===== src/rtl/mc_main_ctrl.sv =====
// Multi-cycle MIPS main control unit.
// A registered FSM walks each instruction through its phases. All datapath
// controls are registered alongside the state, so they are a clean Moore
// decode of STATE. Only PC_EN (gated by zero) and ILLEGAL (opcode check in
// DECODE) are combinational.
module mc_main_ctrl (
    input  logic       clk,
    input  logic       rst_n,
    input  logic [5:0] opcode,
    input  logic       zero,
    output logic       PC_WRITE,
    output logic       PC_WRITE_COND,
    output logic       IorD,
    output logic       MEM_READ,
    output logic       MEM_WRITE,
    output logic       IR_WRITE,
    output logic       MEM_TO_REG,
    output logic       REG_DST,
    output logic       REG_WRITE,
    output logic       ALU_SRC_A,
    output logic [1:0] ALU_SRC_B,
    output logic [1:0] PC_SOURCE,
    output logic [1:0] ALU_OP,
    output logic       PC_EN,
    output logic       RETIRE,
    output logic       ILLEGAL,
    output logic [3:0] STATE
);

    typedef enum logic [3:0] {
        S_FETCH  = 4'd0,
        S_DECODE = 4'd1,
        S_MADDR  = 4'd2,
        S_MRD    = 4'd3,
        S_MWB    = 4'd4,
        S_MWR    = 4'd5,
        S_EXEC   = 4'd6,
        S_RWB    = 4'd7,
        S_BRANCH = 4'd8,
        S_JUMP   = 4'd9,
        S_IEXEC  = 4'd10,
        S_IWB    = 4'd11,
        S_RST    = 4'd15
    } state_t;

    localparam logic [5:0] OP_RTYPE = 6'h00;
    localparam logic [5:0] OP_LW    = 6'h23;
    localparam logic [5:0] OP_SW    = 6'h2B;
    localparam logic [5:0] OP_BEQ   = 6'h04;
    localparam logic [5:0] OP_J     = 6'h02;
    localparam logic [5:0] OP_ADDI  = 6'h08;

    state_t      state_reg;
    logic [16:0] ctrl_reg;

    function automatic logic is_legal(input logic [5:0] op);
        return (op == OP_RTYPE) || (op == OP_LW) || (op == OP_SW) ||
               (op == OP_BEQ) || (op == OP_J) || (op == OP_ADDI);
    endfunction

    // Opcode is only consulted in DECODE and MADDR; unused codes recover to FETCH.
    function automatic state_t next_state(input state_t s, input logic [5:0] op);
        case (s)
            S_RST:    return S_FETCH;
            S_FETCH:  return S_DECODE;
            S_DECODE: begin
                case (op)
                    OP_RTYPE: return S_EXEC;
                    OP_LW:    return S_MADDR;
                    OP_SW:    return S_MADDR;
                    OP_BEQ:   return S_BRANCH;
                    OP_J:     return S_JUMP;
                    OP_ADDI:  return S_IEXEC;
                    default:  return S_FETCH;
                endcase
            end
            S_MADDR:  return (op == OP_LW) ? S_MRD : S_MWR;
            S_MRD:    return S_MWB;
            S_EXEC:   return S_RWB;
            S_IEXEC:  return S_IWB;
            default:  return S_FETCH;
        endcase
    endfunction

    // Control vector for a state, packed in output-port order.
    function automatic logic [16:0] decode_ctrl(input state_t s);
        logic       pw, pwc, iord, mr, mw, irw, m2r, rd, rw, asa, ret;
        logic [1:0] asb, pcs, aop;
        pw = 1'b0; pwc = 1'b0; iord = 1'b0; mr = 1'b0; mw = 1'b0; irw = 1'b0;
        m2r = 1'b0; rd = 1'b0; rw = 1'b0; asa = 1'b0; ret = 1'b0;
        asb = 2'b00; pcs = 2'b00; aop = 2'b00;
        case (s)
            S_FETCH:  begin mr = 1'b1; irw = 1'b1; pw = 1'b1; asb = 2'b01; end
            S_DECODE: asb = 2'b11;
            S_MADDR:  begin asa = 1'b1; asb = 2'b10; end
            S_MRD:    begin mr = 1'b1; iord = 1'b1; end
            S_MWB:    begin rw = 1'b1; m2r = 1'b1; ret = 1'b1; end
            S_MWR:    begin mw = 1'b1; iord = 1'b1; ret = 1'b1; end
            S_EXEC:   begin asa = 1'b1; aop = 2'b10; end
            S_RWB:    begin rw = 1'b1; rd = 1'b1; ret = 1'b1; end
            S_BRANCH: begin asa = 1'b1; pwc = 1'b1; aop = 2'b01; pcs = 2'b01; ret = 1'b1; end
            S_JUMP:   begin pw = 1'b1; pcs = 2'b10; ret = 1'b1; end
            S_IEXEC:  begin asa = 1'b1; asb = 2'b10; end
            S_IWB:    begin rw = 1'b1; ret = 1'b1; end
            default:  ;
        endcase
        return {pw, pwc, iord, mr, mw, irw, m2r, rd, rw, asa, asb, pcs, aop, ret};
    endfunction

    // State register with controls registered from the upcoming state.
    always_ff @(posedge clk or negedge rst_n) begin
        if (!rst_n) begin
            state_reg <= S_RST;
            ctrl_reg  <= '0;
        end else begin
            state_reg <= next_state(state_reg, opcode);
            ctrl_reg  <= decode_ctrl(next_state(state_reg, opcode));
        end
    end

    assign {PC_WRITE, PC_WRITE_COND, IorD, MEM_READ, MEM_WRITE, IR_WRITE, MEM_TO_REG,
            REG_DST, REG_WRITE, ALU_SRC_A, ALU_SRC_B, PC_SOURCE, ALU_OP, RETIRE} = ctrl_reg;

    assign STATE   = state_reg;
    assign PC_EN   = PC_WRITE | (PC_WRITE_COND & zero);
    assign ILLEGAL = (state_reg == S_DECODE) && !is_legal(opcode);

endmodule


===== config.mk =====
export PLATFORM = sky130hd
export DESIGN_NAME = mc_main_ctrl
export DESIGN_NICKNAME = d
export VERILOG_FILES = /design/src/rtl/mc_main_ctrl.sv
export SDC_FILE = /design/constraint.sdc
export NUM_CORES = 1
export LEC_CHECK = 0
export ABC_CLOCK_PERIOD_IN_PS = 2900
export CAP_MARGIN = 20
export CORE_MARGIN = 4
export CORE_UTILIZATION = 47
export DETAILED_ROUTE_END_ITERATION = 12
export HOLD_SLACK_MARGIN = 0.08
export PLACE_DENSITY = 0.78
export SYNTH_ARGS = -nofsm -noshare
export SYNTH_HDL_FRONTEND = slang
export SYNTH_SLANG_ARGS = --single-unit

===== constraint.sdc =====
create_clock -name clk -period 2.9 [get_ports clk]
set_input_delay 0.58 -clock clk [delete_from_list [all_inputs] [get_ports clk]]
set_output_delay 0.58 -clock clk [all_outputs]
set_load 0.05 [all_outputs]

# Yosys cells after proc, flatten, opt, wreduce, memory -nomap -nowiden
# Cells that the tools add are included.
[word_totals]
register_bits = 21
input_bits = 9
output_inout_bits = 23
elab_cells = 60
[op_classes]
eq_ne = 21
mux = 17
bitwise_logic = 2
n_reduce_logical = 18
[op_table]
columns = ["op", "count"]
rows = [
  ["one-hot mux 4 bit (6 select lines)", 1],
  ["== test 4 x 3 -> 1 bit (second input constant)", 5],
  ["== test 4 bit (second input constant)", 5],
  ["one-hot mux 4 bit (5 select lines)", 1],
  ["== test 4 x 2 -> 1 bit (second input constant)", 4],
  ["== test 6 bit (second input constant)", 2],
  ["two-way mux 1 bit", 11],
  ["OR reduction 2 bit", 5],
  ["== test 4 x 1 -> 1 bit (second input constant)", 2],
  ["zero test 4 bit", 2],
  ["one-hot mux 2 bit (2 select lines)", 2],
  ["== test 6 x 2 -> 1 bit (second input constant)", 1],
  ["== test 6 x 3 -> 1 bit (second input constant)", 1],
  ["== test 6 x 4 -> 1 bit (second input constant)", 1],
  ["zero test 6 bit", 1],
  ["one-hot mux 2 bit (3 select lines)", 1],
  ["OR reduction 6 bit", 1],
  ["logical OR 1 bit", 5],
  ["OR reduction 4 bit", 1],
  ["two-way mux 3 bit", 1],
  ["OR reduction 3 bit", 1],
  ["AND 1 bit", 1],
  ["logical AND 1 bit", 1],
  ["zero test 1 bit", 1],
  ["bitwise OR 1 bit", 1],
]

# Depth between registers and ports, before layout
[logic_depth]
word_depth = 8
mapped_depth = 6
ltp_nobuf = 5

# Worst setup path after synthesis
# No wires, ideal clock.
[synth_path]
path_kind = "register -> output"
from = "reg state_reg[0], in the netlist STATE[0]"
to = "out ILLEGAL"
t_arrival_ns = 2.652
t_required_ns = 2.320
slack_ns = -0.332
stages_incl_launch_ff = 4
n_path_buf = 1
cell_sequence = "dfstp_2 buf_2 nand2_1 nor4bb_1"
[synth_via]
elab_chain_len = 2
[synth_lines]
columns = ["element", "line", "rtl"]
rows = [
  ["from (decl)", "53", "state_t state_reg;"],
  ["from (signal assigned)", "116", "state_reg <= next_state(state_reg, opcode);"],
  ["== test 4 x 1 -> 1 bit", "126", "assign ILLEGAL = (state_reg == S_DECODE) && !is_legal(opcode);"],
  ["logical AND 1 bit", "126", ""],
  ["to (decl)", "26", "output logic ILLEGAL,"],
]
# No other way between the ends.

# Worst setup path in the final report
[layout_path]
from = "in opcode[2]"
to = "out ILLEGAL"
[layout_via]
elab_chain_len = 8
word_cells_on_any_way = 13
cone_classes = "eq/ne (5); reduce/logical (8)"
[layout_lines]
columns = ["element", "line", "rtl"]
rows = [
  ["from (decl)", "9", "input logic [5:0] opcode,"],
  ["== test 6 bit / zero test 6 bit (equally long branches)", "57", "return (op == OP_RTYPE) || (op == OP_LW) || (op == OP_SW) ||"],
  ["logical OR 1 bit (3 in a row)", "57", ""],
  ["logical OR 1 bit", "58", "(op == OP_BEQ) || (op == OP_J) || (op == OP_ADDI);"],
  ["logical OR 1 bit (*)", "58", ""],
  ["zero test 1 bit (*)", "126", ""],
  ["logical AND 1 bit (*)", "126", ""],
]
# Mark *: on every way between the ends. The rest lies on a longest branch, timed or not.

==> results.json <==
{
  "syn_area_per_cell_sq_um": 11.34,
  "clock_tree.root_cell": "clkbuf_4",
  "tns_ns": 0,
  "core_sq_mm": 0.001942,
  "cpPeakStageDelay_ns": 0.51,
  "ant_nets": 0,
  "die_h_um": 53.01,
  "postCtsSetupBuffers": 0,
  "cts_resized": 0,
  "grt_pass1_wl_um": 3236,
  "synth_nets": 93,
  "min_period_ns": 2.643,
  "clk_pin_slew_ns": 0.10,
  "critPathSlowestCell": "clkdlybuf4s50_1",
  "drtPass1Iterations": 4,
  "vias": 733,
  "setup_violations": 0,
  "start_kind": "input port",
  "first_global_vias": 722,
  "drt_iter0_markers": 12,
  "critical_path_class": "in -> out",
  "post_dp_cell_area_sq_mm": 0.001280,
  "cp-end-kind": "primary output",
  "drv_cap": 0,
  "drc_errors": 0,
  "synth.distinct_cells": 35,
  "place_congestion": 0.8263,
  "fin_area_sq_mm": 0.001306,
  "seqCellArea_sq_um": 480.5,
  "h-tree-depth": 1,
  "arrival_ns": 2.06,
  "busiest_layer": "met2",
  "p_leak_nw": 0.5216,
  "fp.dieW_um": 53.01,
  "areaGrowthSynthToFinish_pct": 37.19,
  "drive_gt1_frac": 0.1667,
  "antenna_cells": 0,
  "status": "finished clean",
  "yosys.area.top_type": "dfrtp_1",
  "hold_buffers": 0,
  "clock_path_buffers": 2,
  "fin_worst_skew_ns": 0.005167,
  "netlist_instances": 84,
  "fin_crit_sh": 0.9113,
  "critPathRequiredTime_ns": 2.32,
  "clock_latency_ns": 0.31,
  "ys_warn_count": 0,
  "grt_max_degree": 20,
  "antenna_found_initial": 0,
  "grt_util_met2": 0.2645,
  "overflow": 0,
  "global_route.usage.met3": 0.04789,
  "vias_per_cell": 5.199,
  "worst_pin_slew_ns": 0.7806,
  "max-vdd-ir-drop_mv": 0.4349,
  "largest_register_ffs": 15,
  "drt-total-wl_um": 1941,
  "cellPowerDensity_mw_per_mm2": 786.3,
  "clock_sink_count": 19,
  "worstPathMaxFanout": 6,
  "hold_class": "reg -> reg",
  "pre_cts_ws_ns": 0.2464,
  "placementRows": 16,
  "cts-buffers-inserted": 3,
  "dp_hpwl_um": 1401,
  "io_pins": 32,
  "hold_ws_ns": 0.5925,
  "nNetsFinal": 124,
  "synth_top_area_frac": 0.3942,
  "cts_tree": "built",
  "io_buffers": 31,
  "timing.fmax_ghz": 0.3784,
  "wire_per_inst_um": 13.77,
  "start_util": 0.4903,
  "multi_input_area_sq_um": 437.9,
  "grt_usage": 0.1648,
  "maxSlewViolCount": 0,
  "rsz0062_at_grt": "false",
  "ys_top_cells_by_area": "dfrtp_1, dfstp_2, nor4_4, nor2_1, nor3_1",
  "setup_ws_ns": 0.2573,
  "dieArea_sq_mm": 0.002810,
  "worstPathCellList": "clkdlybuf4s50_1 -> xor2_1 -> o211ai_1 -> nor4bb_2 -> buf_12",
  "ff2ff_setup_slack_ns": 1.03,
  "ys_seq_elements": 19,
  "netlist_area_sq_um": 952.2,
  "seq_area_frac_synth": 0.5046,
  "total_power_w": 0.001027,
  "fillers": 164,
  "hold_violations": 0,
  "grtUsageMet1": 0.1896,
  "relSlewSlack": 0.4780
}
synthesized netlist by cell type, drive strengths merged:
| master | count |
|---|---|
| a211o | 2 |
| nor4bb | 1 |
| dfrtp | 15 |
| nand2 | 6 |
| xor2 | 1 |
| o21ai | 4 |
| dfstp | 4 |
| nor2b | 1 |
| maj3 | 1 |
| or3 | 2 |
| and2 | 2 |
| nor4 | 4 |
| nand2b | 1 |
| o22ai | 1 |
| a21o | 3 |
| nand3b | 2 |
| nor3b | 1 |
| nand3 | 2 |
| nor3 | 8 |
| buf | 5 |
| a2111oi | 1 |
| or2 | 1 |
| inv | 2 |
| o31a | 1 |
| o211ai | 1 |
| o32ai | 1 |
| nor2 | 9 |
| a21oi | 2 |
cells by family after synthesis:
logic type	count (synthesis)	share of synthesized area
simple gates	40	0.2720
flops	19	0.5046
compound gates	16	0.1616
buf+inv	7	0.04204
xor+xnor	1	0.009200
fa+ha+maj	1	0.01051
per-layer routing:
metal | share of wire | wire [um]
met5 | 0 | 0
met3 | 0.069 | 133
met1 | 0.42 | 822
met2 | 0.49 | 944
met4 | 0.021 | 41
area by class of cell:
| cell class | count | area share |
|---|---|---|
| sequential | 19 | 0.3678 |
| tap | 27 | 0.02586 |
| inverter | 2 | 0.005747 |
| multi-input combinational | 58 | 0.3352 |
| clock buffer | 4 | 0.02011 |
| timing repair buffer | 31 | 0.2452 |
power by group:
group / switching [W] / leakage [nW] / total, W / internal [W]
sequential: 0.0000471 / 0.237 / 0.000364 / 0.000317
combinational: 0.000331 / 0.270 / 0.000526 / 0.000195
clock: 0.0000832 / 0.0150 / 0.000137 / 0.0000539
cells in the final DEF, fill, tap and decap left out, types with 2 or more instances in the layout:
cell / Yosys / layout
a21oi_1: 2 / 2
and2_1: 2 / 2
nor3_1: 6 / 6
a21o_1: 3 / 3
nand3b_1: 2 / 2
clkbuf_4: 0 / 3
o21ai_0: 2 / 2
nor2_1: 9 / 9
o21ai_1: 2 / 2
nand2_1: 6 / 6
clkdlybuf4s50_1: 0 / 30
a211o_1: 2 / 2
nor3_2: 2 / 2
dfstp_2: 4 / 4
dfrtp_1: 15 / 15
nor4_4: 2 / 2
nand3_1: 2 / 2
through the flow:
step | util | cells
finish | 0.6727 | 141
global placement | 0.6591 | 137
floorplan | - | 84
CTS | 0.6727 | 141
global route | 0.6727 | 141
detailed placement | 0.6591 | 137
worst paths after layout:
| path | start | to | cells past startpoint |
|---|---|---|---|
| setup / recovery | opcode[2] | ILLEGAL | 5 |
| hold / removal | STATE[1] | ctrl_reg[10] | 2 |
| setup reg to reg | STATE[3] | ctrl_reg[16] | 5 |
| hold reg to reg | STATE[1] | ctrl_reg[10] | 2 |
| max in group asynchronous | rst_n | ctrl_reg[10] | 1 |
| min in group asynchronous | rst_n | ctrl_reg[0] | 1 |
worst max-delay path: cells and delay by family:
family	cells	cell delay, ns
buf+inv	2	0.70
simple gates	1	0.37
compound gates	1	0.23
xor+xnor	1	0.19
Power figures use the tool's default switching activity.
